<file path="src/rtl/mc_pkg.sv">
`default_nettype none
// ============================================================================
// Module      : mc_pkg
// Description : Shared types and helpers for the memory controller: FSM state
//               encoding, LSB access-length codes, the default IO region tag
//               and the length-to-last-byte-index helper.
// Revision    : 1.0 - initial release
// ============================================================================
package mc_pkg;

    typedef enum logic [1:0] {
        ST_IDLE   = 2'd0,
        ST_IFETCH = 2'd1,
        ST_LOAD   = 2'd2,
        ST_STORE  = 2'd3
    } state_t;

    localparam logic [1:0] LEN_B = 2'd0;
    localparam logic [1:0] LEN_H = 2'd1;
    localparam logic [1:0] LEN_W = 2'd2;

    // addr[17:16] value that selects the IO region
    localparam logic [1:0] IO_HI_BITS_DEFAULT = 2'b11;

    // Index of the last byte of an access (bytes - 1). The illegal code 3
    // is treated as a word.
    function automatic logic [1:0] len_to_last(input logic [1:0] len);
        case (len)
            LEN_B:   return 2'd0;
            LEN_H:   return 2'd1;
            LEN_W:   return 2'd3;
            default: return 2'd3;
        endcase
    endfunction

endpackage
`default_nettype wire

</file>
<file path="src/rtl/mem_ctrl.sv">
`default_nettype none
// ============================================================================
// Module      : mem_ctrl
// Description : Arbitrates instruction fetches and LSB loads/stores onto the
//               byte-wide RAM/IO bus. Each access is split into byte
//               transfers; read results are reassembled little-endian and
//               returned with a one-cycle ready pulse.
// Ports       : clk, rst (async, active-high), rdy (global enable)
//               RAM bus     : mem_din, mem_dout, mem_a, mem_wr, io_buffer_full
//               Fetch side  : ic_ins_asked, ic_ins_addr, ic_enable,
//                             ic_ins_rdy, ic_ins
//               LSB side    : lsb_asked, lsb_wr, lsb_addr, lsb_len,
//                             lsb_signed, lsb_data_in, lsb_rdy, lsb_data_out
//               Flush       : rob_clear
// Options     : MC_LOAD_SIGN_EXT_EN - sign-extend byte/half loads when
//               lsb_signed is set (otherwise all loads zero-extend).
// Revision    : 1.0 - initial release
// ============================================================================
module mem_ctrl
    import mc_pkg::*;
#(
    parameter logic [1:0] IO_HI_BITS = IO_HI_BITS_DEFAULT
) (
    input  logic        clk,
    input  logic        rst,
    input  logic        rdy,
    input  logic [7:0]  mem_din,
    output logic [7:0]  mem_dout,
    output logic [31:0] mem_a,
    output logic        mem_wr,
    input  logic        io_buffer_full,
    input  logic        ic_ins_asked,
    input  logic [31:0] ic_ins_addr,
    output logic        ic_enable,
    output logic        ic_ins_rdy,
    output logic [31:0] ic_ins,
    input  logic        lsb_asked,
    input  logic        lsb_wr,
    input  logic [31:0] lsb_addr,
    input  logic [1:0]  lsb_len,
    input  logic        lsb_signed,
    input  logic [31:0] lsb_data_in,
    output logic        lsb_rdy,
    output logic [31:0] lsb_data_out,
    input  logic        rob_clear
);

    state_t      r_state;
    logic [31:0] r_addr;
    logic [31:0] r_wdata;
    logic [31:0] r_buf;
    logic [1:0]  r_last;
    // Reads: edges elapsed since accept. Stores: bytes already written.
    logic [2:0]  r_cnt;

    logic        w_fetch_go;
    logic        w_stall_new;
    logic        w_stall;
    logic [1:0]  w_rd_lane;
    logic [7:0]  w_wbyte;
    logic [31:0] w_asm;
    logic [31:0] w_load_result;

    assign w_fetch_go  = ic_ins_asked & ic_enable & ~lsb_asked;
    assign w_stall_new = (lsb_addr[17:16] == IO_HI_BITS) & io_buffer_full;
    assign w_stall     = (r_addr[17:16] == IO_HI_BITS) & io_buffer_full;
    // RAM data trails the address by two edges, so at edge t byte t-2 arrives
    assign w_rd_lane   = r_cnt[1:0] - 2'd2;

    always_comb begin
        case (r_cnt[1:0])
            2'd0:    w_wbyte = r_wdata[7:0];
            2'd1:    w_wbyte = r_wdata[15:8];
            2'd2:    w_wbyte = r_wdata[23:16];
            default: w_wbyte = r_wdata[31:24];
        endcase
    end

    // Final word: collected bytes plus the last byte still on mem_din
    always_comb begin
        w_asm = r_buf;
        case (r_last)
            2'd0:    w_asm[7:0]   = mem_din;
            2'd1:    w_asm[15:8]  = mem_din;
            default: w_asm[31:24] = mem_din;
        endcase
    end

`ifdef MC_LOAD_SIGN_EXT_EN
    logic r_signed;

    always_ff @(posedge clk or posedge rst) begin
        if (rst) begin
            r_signed <= 1'b0;
        end else if (rdy && r_state == ST_IDLE && lsb_asked) begin
            r_signed <= lsb_signed;
        end
    end

    always_comb begin
        w_load_result = w_asm;
        if (r_signed && r_last == 2'd0) begin
            w_load_result = {{24{w_asm[7]}}, w_asm[7:0]};
        end else if (r_signed && r_last == 2'd1) begin
            w_load_result = {{16{w_asm[15]}}, w_asm[15:0]};
        end
    end
`else
    logic w_unused_signed;
    assign w_unused_signed = lsb_signed;
    // Unfilled upper bytes are already zero, giving zero extension
    assign w_load_result   = w_asm;
`endif

    always_ff @(posedge clk or posedge rst) begin
        if (rst) begin
            r_state      <= ST_IDLE;
            r_addr       <= '0;
            r_wdata      <= '0;
            r_buf        <= '0;
            r_last       <= 2'd0;
            r_cnt        <= 3'd0;
            mem_dout     <= 8'd0;
            mem_a        <= 32'd0;
            mem_wr       <= 1'b0;
            ic_enable    <= 1'b0;
            ic_ins_rdy   <= 1'b0;
            ic_ins       <= 32'd0;
            lsb_rdy      <= 1'b0;
            lsb_data_out <= 32'd0;
        end else if (!rdy) begin
            // Freeze; a write must not repeat while the bus is halted
            mem_wr <= 1'b0;
        end else begin
            ic_ins_rdy <= 1'b0;
            lsb_rdy    <= 1'b0;
            case (r_state)
                ST_IDLE: begin
                    mem_wr <= 1'b0;
                    if (lsb_asked) begin
                        r_addr    <= lsb_addr;
                        r_wdata   <= lsb_data_in;
                        r_last    <= len_to_last(lsb_len);
                        r_buf     <= '0;
                        mem_a     <= lsb_addr;
                        ic_enable <= 1'b0;
                        if (lsb_wr) begin
                            r_state <= ST_STORE;
                            if (w_stall_new) begin
                                r_cnt <= 3'd0;
                            end else begin
                                mem_dout <= lsb_data_in[7:0];
                                mem_wr   <= 1'b1;
                                r_cnt    <= 3'd1;
                            end
                        end else begin
                            r_state <= ST_LOAD;
                            r_cnt   <= 3'd1;
                        end
                    end else if (w_fetch_go) begin
                        r_state   <= ST_IFETCH;
                        r_addr    <= ic_ins_addr;
                        r_last    <= 2'd3;
                        r_buf     <= '0;
                        mem_a     <= ic_ins_addr;
                        r_cnt     <= 3'd1;
                        ic_enable <= 1'b0;
                    end else begin
                        ic_enable <= 1'b1;
                    end
                end

                ST_IFETCH, ST_LOAD: begin
                    if (rob_clear) begin
                        r_state   <= ST_IDLE;
                        ic_enable <= 1'b1;
                    end else begin
                        if (r_cnt <= {1'b0, r_last}) begin
                            mem_a <= r_addr + {29'd0, r_cnt};
                        end
                        if (r_cnt == {1'b0, r_last} + 3'd2) begin
                            if (r_state == ST_IFETCH) begin
                                ic_ins     <= w_asm;
                                ic_ins_rdy <= 1'b1;
                            end else begin
                                lsb_data_out <= w_load_result;
                                lsb_rdy      <= 1'b1;
                            end
                            r_state   <= ST_IDLE;
                            ic_enable <= 1'b1;
                        end else begin
                            if (r_cnt >= 3'd2) begin
                                case (w_rd_lane)
                                    2'd0:    r_buf[7:0]   <= mem_din;
                                    2'd1:    r_buf[15:8]  <= mem_din;
                                    2'd2:    r_buf[23:16] <= mem_din;
                                    default: r_buf[31:24] <= mem_din;
                                endcase
                            end
                            r_cnt <= r_cnt + 3'd1;
                        end
                    end
                end

                ST_STORE: begin
                    // Stores are post-commit, so rob_clear does not apply
                    if (r_cnt > {1'b0, r_last}) begin
                        lsb_rdy   <= 1'b1;
                        mem_wr    <= 1'b0;
                        r_state   <= ST_IDLE;
                        ic_enable <= 1'b1;
                    end else if (w_stall) begin
                        mem_wr <= 1'b0;
                    end else begin
                        mem_a    <= r_addr + {29'd0, r_cnt};
                        mem_dout <= w_wbyte;
                        mem_wr   <= 1'b1;
                        r_cnt    <= r_cnt + 3'd1;
                    end
                end

                default: r_state <= ST_IDLE;
            endcase
        end
    end

endmodule
`default_nettype wire

</file>
<file path="config.mk">
export PLATFORM = sky130hd
export DESIGN_NAME = mem_ctrl
export DESIGN_NICKNAME = d
export VERILOG_FILES = /design/src/rtl/mc_pkg.sv /design/src/rtl/mem_ctrl.sv
export SDC_FILE = /design/constraint.sdc
export NUM_CORES = 1
export LEC_CHECK = 0
export ABC_AREA = 1
export BUFFER_PORTS_ARGS = -buffer_cell sky130_fd_sc_hd__buf_2
export CAP_MARGIN = 40
export CORE_ASPECT_RATIO = 1.75
export CORE_MARGIN = 8
export CORE_UTILIZATION = 35
export DETAILED_ROUTE_END_ITERATION = 10
export PLACE_DENSITY_LB_ADDON = 0.15
export SKIP_CTS_REPAIR_TIMING = 1
export SYNTH_ARGS = -nofsm -noshare
export SYNTH_HDL_FRONTEND = slang
export SYNTH_SLANG_ARGS = --single-unit
</file>
<file path="constraint.sdc">
create_clock -name clk -period 9.3 [get_ports clk]
set_clock_uncertainty 0.1 [all_clocks]
set_input_delay 1.395 -clock clk [delete_from_list [all_inputs] [get_ports clk]]
set_output_delay 1.395 -clock clk [all_outputs]
set_load 0.005 [all_outputs]
</file>
==> results of run 1 <==
## layer usage
layer	wire length [um]	share of wire (%)
met5	13	0.040
met4	965	3.0
met3	1510	4.7
met2	17400	54
met1	12400	38
## registers in the layout, summed over array words and instances (netlist names)
| signal | flops |
|---|---|
| ic_ins | 32 |
| mem_wr | 1 |
| mem_a | 32 |
| ic_enable | 1 |
| r_state | 2 |
| lsb_rdy | 1 |
| r_wdata | 32 |
| r_buf | 32 |
| r_addr | 32 |
| ic_ins_rdy | 1 |
| r_last | 2 |
| mem_dout | 8 |
| r_cnt | 3 |
| lsb_data_out | 32 |
## final cells by class
cell class / count / area (sq um) / share of cell area (%)
clock inverters: 7 / 114 / 0.902
inverters: 78 / 300 / 2.38
flip-flops and latches: 211 / 5280 / 41.8
repair buffers: 233 / 1250 / 9.89
well taps: 382 / 478 / 3.79
clock buffers: 33 / 693 / 5.49
multi-input cells: 1003 / 4510 / 35.7
## metrics by stage
step | area (sq um) | hold slack (ps) | total power [W] | setup slack, ps
floorplan | 10300 | 342 | 0.00252 | 2040
global placement | 11700 | 354 | 0.00307 | 4620
detailed placement | 11800 | 359 | 0.00312 | 5140
CTS | 12600 | 376 | 0.00412 | 5670
global route | 12600 | 392 | 0.00439 | 5450
finish | 12600 | 373 | 0.00404 | 5690
## kinds of logic after synthesis
group,Yosys count,share of synthesized area (%)
flops,211,51.1
compound gates,188,9.34
xor+xnor,2,0.169
simple gates,775,30.0
buf+inv,136,5.37
fa+ha+maj,13,1.65
mux,25,2.42
## critical path: stages
cell and delay [ps]:
buf_2 70, buf_4 350, inv_2 350, nand3_1 230, nand2_1 160, nor2_2 160
nand3_2 410, buf_12 350, inv_2 250, nand3_1 130, nand2_1 80
## synthesized netlist by cell type (2+ instances only)
cell type,n,share of area [%]
a21oi_1,19,0.92
a31o_2,2,0.17
buf_1,2,0.073
buf_2,15,0.73
buf_4,3,0.22
buf_6,2,0.22
clkbuf_1,36,1.3
clkinv_1,3,0.11
dfrtp_1,211,51
ha_1,12,1.5
inv_1,71,2.6
inv_2,4,0.15
mux2i_1,25,2.4
nand2_1,561,20
nand2_2,4,0.24
nand3_1,94,4.6
nand4_1,4,0.24
nor2_1,98,3.6
nor2_2,5,0.30
o21a_1,3,0.22
o21ai_0,106,5.1
o21ai_1,55,2.7
or2_2,3,0.18
## power by group through the flow
stage                     combinational [W]  sequential (W)  clock [W]
after CTS                           0.00157         0.00155    0.00101
final                               0.00152         0.00154   0.000976
after floorplan                     0.00102         0.00151          0
after global routing                0.00175         0.00159    0.00104
after detailed placement            0.00156         0.00156          0
after global placement              0.00152         0.00155          0
## worst min-delay path by stage
stage | end | slack, ps | cells after the start
floorplan | r_wdata[10]$_DFFE_PP0P_ | 340 | 2
global placement | mem_dout[7]$_DFFE_PP0P_ | 350 | 2
detailed placement | r_wdata[17]$_DFFE_PP0P_ | 360 | 2
CTS | r_wdata[17]$_DFFE_PP0P_ | 380 | 2
global route | r_wdata[11]$_DFFE_PP0P_ | 390 | 2
finish | r_wdata[11]$_DFFE_PP0P_ | 370 | 2
## layout by cell type (no fill, tap or decap), types with 2 or more instances in the layout
cell type / count
nor2_1: 98
nand4_1: 4
o21ai_1: 55
inv_2: 4
bufinv_16: 3
o21ai_0: 106
a21oi_1: 19
clkinv_1: 3
nor2_4: 2
buf_12: 2
ha_1: 12
nand2_1: 561
mux2i_1: 25
o21a_1: 3
clkbuf_16: 23
clkinv_2: 3
nand2_2: 4
nand3_1: 94
clkbuf_8: 8
dfrtp_1: 211
buf_2: 221
inv_1: 70
buf_4: 8
nor2_2: 4
a31o_2: 2
clkbuf_1: 2
or2_2: 3
==> run metrics, run 1 <==
drt via density 4.72; crit end category flop; Port-buffer cells 221; Combinational Power Share 37.7%; Yosys reg bits 211; placed instance count 1907; Worst VDD drop 0.000150 V; Worst Setup EP mem_a[16]$_DFFE_PP0P_; chip width 146 um; CTS tree built; Fmax 0.277 GHz; met2 Use GR 34.7%; Die Y 243 um; register area share after synthesis 51.1%; final non-filler cell total 1947; CP required 9650 ps; RSZ-0062 raised after global routing false; Filler Cell Count 3060; ANT cells 0; crit-path max FO 37; maximum buffer depth of the clock tree 3; Worst R2R Path Depth 10; worst hold-check path type flop to flop; largest net degree at the start of global routing 96; final core utilization 43.3%; nets@finish 1677; IO Pins 223; antenna violations before repair 1; Setup violations, final 0; Routed Antenna Nets 0; drt total wl 32300 um; via count 9191; sequential share of power 38.2%; Yosys cell types 35; Relative slew margins 48.8%; root buf cell clkbuf_16; Lkg Pwr 6.61 nW; Syn Nets 1478; Crit Path Category input port to flop; # clock sinks 211; Detailed Routing Iterations Pass 1 5; CP arrival 3960 ps; layout cells sized above 1 18.8%; gp weighted congestion 0.852; Fin. Hold Viols 0; DP HPWL 24600 um; drt drc 0; switching part of the total 39.5%; Area Growth Syn to Fin 22.1%; crit start category input port; CP startpoint lsb_asked; Final min period 3610 ps; die area 0.0355 sq mm; Tcrit/Tclk final 38.8%; WL per Instance 16.6 um; Final Slew Violations 0; busiest layer in global routing met2; FF-to-FF Start r_last[1]$_DFFE_PP0P_; Worst Tran Pin Value 768 ps; power density cells 320 mW/mm^2; CTS buffer count 22; M3 GR Usage 3.19%; Starting Density 35.4%; vias in the first global route 9291; reg2reg end mem_a[16]$_DFFE_PP0P_; Clock Latency Late Sink 520 ps; Clk pwr share 24.1%; Post-Syn Area 0.0103 sq mm; R2R Setup Slk 5910 ps; hold path startpoint r_wdata[11]$_DFFE_PP0P_; Total GRT Usage 18.1%; Switching Power 0.00160 W; Mean Syn Cell Area 7.66 sq um; status finished, final reports clean; htree depth 1; Post-synth EDFFs 0; CTS clock-pin slew for the worst setup and hold paths 60 ps; Core ar. 0.0292 sq mm; Max Cap Viol 0; synth warn 0; DR iter-0 viols 431; Congestion Overflow GR 0; internal power 0.00245 W; Std-Cell Rows 83; met1 GRT Util 19.2%; Post-Synthesis Cells 1350; global-route wire length before repair 51300 um; Async SR Flop Fraction 100%; setup TNS 0 ps; Top FF cell, synth dfrtp_1
No activity file was read; power rests on OpenSTA's default activity.
==> run 2: changes to the inputs <==
==> constraint.sdc (replaced) <==
create_clock -name clk -period 3.33 [get_ports clk]
set_clock_uncertainty 0.1 [all_clocks]
set_input_delay 0.4995 -clock clk [delete_from_list [all_inputs] [get_ports clk]]
set_output_delay 0.4995 -clock clk [all_outputs]
set_load 0.005 [all_outputs]
==> run 2 against run 1 <==
Sequential share of layout area fell by 0.17 points. Utilization is 0.18 points higher. Die area unchanged. Global-route usage is 0.15 points lower. First-iteration DRC count is 3.0% lower. Critical path type is now flop to flop. Largest cell class unchanged.
==> run metrics, run 2 (same netlist as run 1, synthesis figures left out) <==
status finished, final reports clean; largest net degree at the start of global routing 66 (-31%); hold depth 3 (+1); Fmax 0.375 GHz; Setup violations, final 0 (unchanged); Worst R2R Path Depth 11 (+1); via count 9269 (+0.85%); Total GRT Usage 17.9% (-0.15 points); vias in the first global route 9397 (+1.1%); highest-count cells in the layout ignoring fill and taps 561 x nand2_1, 221 x buf_2, 211 x dfrtp_1; crit-path max FO 51 (+38%); chip width 146 um (unchanged); Lkg Pwr 6.63 nW (+0.33%); Crit Path Category flop to flop; htree depth 1 (unchanged); gp weighted congestion 0.880 (+3.4%); Congestion Overflow GR 0 (unchanged); nets@finish 1688 (+0.66%); IO Pins 223 (unchanged); Die Y 243 um (unchanged); CTS buffer count 22 (unchanged); Relative slew margins 55.7% (+6.9 points); Final min period 2660 ps; layout cells sized above 1 19.3% (+0.44 points); Core ar. 0.0292 sq mm (unchanged); Area Growth Syn to Fin 22.6%; Starting Density 35.4% (unchanged); Clock Latency Late Sink 510 ps (about the same); CP arrival 2970 ps (-990 ps); global-route wire length before repair 51200 um (-0.33%); Worst Tran Pin Value 664 ps (-104 ps); worst hold endpoint r_wdata[23]$_DFFE_PP0P_; Std-Cell Rows 83 (unchanged); Routed Antenna Nets 0 (unchanged); setup TNS 0 ps (unchanged); drt total wl 32100 um (-0.48%); root buf cell clkbuf_16; Tcrit/Tclk final 80.0%; Detailed Routing Iterations Pass 1 5 (unchanged); Worst VDD drop 0.000339 V (+130%); CTS tree built; final core utilization 43.4% (+0.18 points); RSZ-0062 raised after global routing false; Filler Cell Count 3029 (-1.0%); CTS clock-pin slew for the worst setup and hold paths 70 ps (about the same); crit start category flop; worst hold-check path type input port to flop; DP HPWL 24700 um (+0.23%); Max Cap Viol 0 (unchanged); power density cells 879 mW/mm^2 (+170%); # clock sinks 211 (unchanged); Port-buffer cells 221 (unchanged); WL per Instance 16.4 um (-1.1%); Fin. Hold Viols 0 (unchanged); antenna violations before repair 1 (unchanged); FF-to-FF Start r_last[1]$_DFFE_PP0P_; reg2reg end mem_a[13]$_DFFE_PP0P_; die area 0.0355 sq mm (unchanged); Final Slew Violations 0 (unchanged); CP required 3640 ps (-6010 ps); hold path startpoint lsb_data_in[23]; crit end category flop; drt drc 0 (unchanged); most common cell after layout, fill and taps aside nand2_1; maximum buffer depth of the clock tree 3 (unchanged); R2R Setup Slk 670 ps (-5240 ps); drt via density 4.73 (+0.18%); DR iter-0 viols 418 (-3.0%)
run 2: cell count changes in the layout (fill, tap and decap cells not counted), sizes merged:
cell,delta
diode,+2
clkinvlp,+2
dlygate4sd3,+1
clkbuf,-3
bufinv,-1
buf,+10
clkinv,+2
run 2: area by class of cell:
cell class              count  area (sq um)  share of cell area, %
repair buffers            244          1350                   10.7
clock inverters            10           113                  0.889
inverters                  78           297                   2.34
diodes                      2          5.00                 0.0395
clock buffers              30           642                   5.06
flip-flops and latches    211          5280                   41.7
multi-input cells        1003          4510                   35.6
well taps                 382           478                   3.77
run 2: where the power goes:
part	total [W]	switching, W	internal [W]
clock network	0.00258	0.00106	0.00151
logic	0.00429	0.00270	0.00159
registers	0.00428	0.000688	0.00359
total	0.0111	0.00445	0.00669
run 2: stage by stage:
| stage | hold slack (ps) | worst slack, ps | instance area (sq um) | power (W) | cells |
|---|---|---|---|---|---|
| finish | 82.9 | 666 | 12700 | 0.0111 | 1960 |
| global route | 86.2 | 424 | 12700 | 0.0121 | 1958 |
| CTS | -77.0 | 654 | 12700 | 0.0113 | 1957 |
| detailed placement | 355 | 670 | 11900 | 0.00870 | 1917 |
| global placement | 355 | 720 | 11900 | 0.00861 | 1916 |
| floorplan | 342 | -11.7 | 10300 | 0.00705 | 1350 |
run 2: per-layer routing:
| metal | wire length [um] | vias to the layer above | global-route usage [%] |
|---|---|---|---|
| li1 | - | 4724 | - |
| met1 | 12400 | 4276 | 19.1 |
| met2 | 17200 | 223 | 34.3 |
| met3 | 1420 | 46 | 3.01 |
| met4 | 1050 | 0 | 6.67 |
| met5 | 0 | - | 0 |
run 2: how the worst max path moves through the flow:
| stage | startpoint | end | slack, ps | depth (start not counted) |
|---|---|---|---|---|
| floorplan | rst | ic_enable$_DFFE_PP0P_ | -10 | 1 |
| global placement | r_state[0]$_DFFE_PP0P_ | mem_a[6]$_DFFE_PP0P_ | 720 | 10 |
| detailed placement | r_state[0]$_DFFE_PP0P_ | mem_a[6]$_DFFE_PP0P_ | 670 | 10 |
| CTS | r_state[0]$_DFFE_PP0P_ | mem_a[5]$_DFFE_PP0P_ | 650 | 10 |
| global route | r_last[1]$_DFFE_PP0P_ | mem_a[16]$_DFFE_PP0P_ | 420 | 11 |
| finish | r_last[1]$_DFFE_PP0P_ | mem_a[13]$_DFFE_PP0P_ | 670 | 11 |
run 2: worst max-delay path, stage by stage (launching register included):
cell	delay [ps]
dfrtp_1	320
buf_4	220
inv_1	120
ha_1	320
nand2_1	60
o21ai_1	200
nand3_1	150
nand3_2	110
buf_4	460
inv_2	260
nand3_1	150
nand2_1	60
==> run 3: changes to the inputs <==
--- a/config.mk
+++ b/config.mk
@@ -5,7 +5,7 @@
 export SDC_FILE = /design/constraint.sdc
 export NUM_CORES = 1
 export LEC_CHECK = 0
-export ABC_AREA = 1
+export ABC_AREA = 0
 export BUFFER_PORTS_ARGS = -buffer_cell sky130_fd_sc_hd__buf_2
 export CAP_MARGIN = 40
 export CORE_ASPECT_RATIO = 1.75
==> constraint.sdc (replaced) <==
create_clock -name clk -period 2.2 [get_ports clk]
set_clock_uncertainty 0.1 [all_clocks]
set_input_delay 0.33 -clock clk [delete_from_list [all_inputs] [get_ports clk]]
set_output_delay 0.33 -clock clk [all_outputs]
set_load 0.005 [all_outputs]
==> run 3 against run 2 <==
The run now ends with negative setup slack left. Clock power rose by 46%. Via count fell by 14%. Maximum frequency rose by 18%. Sequential share of layout area fell by 4.2 points. Die area fell by 3.5%. Utilization rose by 7.0 points.
==> run metrics, run 3 <==
status complete, but fails checks; failing checks negative setup slack; Routed Antenna Nets 0 (unchanged); top-count cell post-synth dfrtp_1; Final Slew Violations 0 (unchanged); synth warn 0 (unchanged); CTS buffer count 21 (-4.5%); Post-Syn Area 0.00994 sq mm (-3.9%); Detailed Routing Iterations Pass 1 6 (+1); Yosys top cell area share 53.1% (+2.1 points); via count 7987 (-14%); Area Growth Syn to Fin 42.0%; pre-CTS setup slack -239 ps (-909 ps); hold path startpoint lsb_data_in[1]; IO Pins 223 (unchanged); chip width 143 um (-1.7%); Tcrit/Tclk final 103% (+23 points); Worst Tran Pin Value 598 ps (-66.1 ps); Port-buffer cells 221 (unchanged); CP required 2490 ps (-1150 ps); Post-synth EDFFs 0 (unchanged); cell taking the most area after synthesis dfrtp_1; Async SR Flop Fraction 100% (unchanged); Fmax 0.441 GHz (+18%); Total GRT Usage 16.7% (-1.2 points); drt via density 4.92 (+4.0%); die area 0.0343 sq mm (-3.5%); htree depth 1 (unchanged); highest-count cells in the layout ignoring fill and taps 222 x buf_2, 210 x dfrtp_1, 100 x mux2_2; Core ar. 0.0280 sq mm (-4.1%); WL per Instance 18.8 um (+15%); Setup violations, final 9 (+9); R2R Setup Slk -70 ps (-730 ps); antenna violations before repair 2 (+1); gp weighted congestion 0.852 (-3.2%); Fin. Hold Viols 0 (unchanged); worst hold-check path type input port to flop; Synth top cells by count 211 x dfrtp_1, 128 x mux2_2, 102 x nand2_1; Starting Density 35.5% (+0.097 points); # clock sinks 211 (unchanged); DR iter-0 viols 343 (-18%); Worst VDD drop 0.000641 V (+89%); most common cell after layout, fill and taps aside buf_2; root buf cell clkbuf_16; crit end category flop; drt drc 0 (unchanged); PnR worst setup slack -66.9 ps (-733 ps); Lkg Pwr 6.68 nW (+0.70%); Syn Nets 1016 (-31%); maximum buffer depth of the clock tree 3 (unchanged); worst hold endpoint r_wdata[1]$_DFFE_PP0P_; nets@finish 1362 (-19%); Clock Latency Late Sink 510 ps (about the same); register area share after synthesis 53.1% (+2.1 points); Crit Path Category flop to flop; placed cell areas 0.0122 sq mm (+2.8%); setup TNS -253 ps (-253 ps); power density cells 1460 mW/mm^2 (+66%); global-route wire length before repair 44800 um (-12%); Mean Syn Cell Area 11.2 sq um (+46%); final core utilization 50.4% (+7.0 points); Std-Cell Rows 81 (-2.4%); most area-consuming cells after synthesis dfrtp_1 53%, mux2_2 15%, mux2i_1 4.4%, nand2_1 3.9%, o21ai_0 3.6%; Yosys reg bits 211 (unchanged); drt total wl 30600 um (-4.7%); hold depth 2 (-1); Max Cap Viol 0 (unchanged); Worst R2R Path Depth 9 (-2); CTS clock-pin slew for the worst setup and hold paths 70 ps (about the same); FF-to-FF Start r_cnt[0]$_DFFE_PP0P_; RSZ-0062 raised after global routing true; Yosys cell types 53 (+51%); DP HPWL 22000 um (-11%); CP arrival 2560 ps (-410 ps); crit start category flop; Relative slew margins 60.1% (+4.4 points); layout cells sized above 1 46.2% (+27 points); Post-Synthesis Cells 888 (-34%); Die Y 239 um (-1.8%); CTS tree built; Congestion Overflow GR 0 (unchanged); Final min period 2270 ps (-397 ps); design area 0.0141 sq mm (+11%); crit-path max FO 3 (-94%); reg2reg end mem_a[8]$_DFFE_PP0P_; largest net degree at the start of global routing 95 (+44%); Top FF cell, synth dfrtp_1; vias in the first global route 8043 (-14%)
[run 3: cell count changes after synthesis, sizes merged, moves of 19 or more]
cell	before	now
mux2	0	128
nor2	104	52
a21oi	20	57
o21ai	161	75
inv	75	16
nand3	95	17
mux2i	25	44
nand2	565	102
[run 3: worst max-delay path, cell delays in order (launching register included)]
cell and delay [ps]:
dfrtp_1 420, ha_4 190, fa_2 400, a21oi_4 190
nor2_4 80, buf_6 120, and3_4 140, xnor2_2 150
o21ai_1 80, mux2_4 270
[run 3: area by class of cell]
cell class	count	area, sq um
Inverter	16	66.3
Multi-Input combinational cell	609	4840
Clock buffer	28	582
Tap cell	373	467
Clock inverter	10	133
Antenna cell	2	5.00
Timing Repair Buffer	375	2730
Fill cell	2618	13900
Sequential cell	211	5280
[run 3: worst max-delay path by stage]
stage                               startpoint                     to
after floorplan                            rst  ic_enable$_DFFE_PP0P_
after global placement    r_cnt[0]$_DFFE_PP0P_  r_buf[23]$_DFFE_PP0P_
after detailed placement  r_cnt[0]$_DFFE_PP0P_  r_buf[18]$_DFFE_PP0P_
after CTS                 r_cnt[0]$_DFFE_PP0P_  r_buf[28]$_DFFE_PP0P_
after global routing      r_cnt[0]$_DFFE_PP0P_   mem_a[8]$_DFFE_PP0P_
final                     r_cnt[0]$_DFFE_PP0P_   mem_a[8]$_DFFE_PP0P_
[run 3: routing by layer]
| layer | part of all wire [%] | vias to the layer above | wire, um | track usage (%) |
|---|---|---|---|---|
| met4 | 2.1 | 0 | 635 | 5.44 |
| li1 | - | 3836 | - | - |
| met1 | 38 | 3943 | 11500 | 18.0 |
| met5 | 0 | - | 0 | 0 |
| met2 | 55 | 178 | 17000 | 31.9 |
| met3 | 4.9 | 30 | 1510 | 2.94 |
[run 3: logic make-up (layout without fill, tap and decap cells)]
kind of cell	count (synthesis)	count (layout)	synth area share [%]
and+or+nand+nor	223	223	10.1
xor gates and xnor gates	31	31	2.73
adders and majority gates	13	13	1.71
AOI/OAI and AO/OA	170	170	10.5
muxes	172	172	18.9
DFF	211	211	53.1
other	0	2	0
buffers and inverters	68	429	2.82
[run 3: power by group]
group          internal, W  total [W]  switching (W)
sequential         0.00563    0.00673        0.00110
combinational      0.00533     0.0101        0.00474
clock              0.00222    0.00377        0.00155
total               0.0132     0.0206        0.00739
[run 3: metrics by stage]
stage / total power, W / hold slack (ps) / std cells
3_3_place_gp: 0.0153 / 358 / 1528
6_report: 0.0206 / 15.7 / 1624
3_5_place_dp: 0.0154 / 363 / 1528
5_1_grt: 0.0220 / 4.55 / 1624
2_1_floorplan: 0.0116 / 373 / 888
4_1_cts: 0.0193 / -135 / 1566
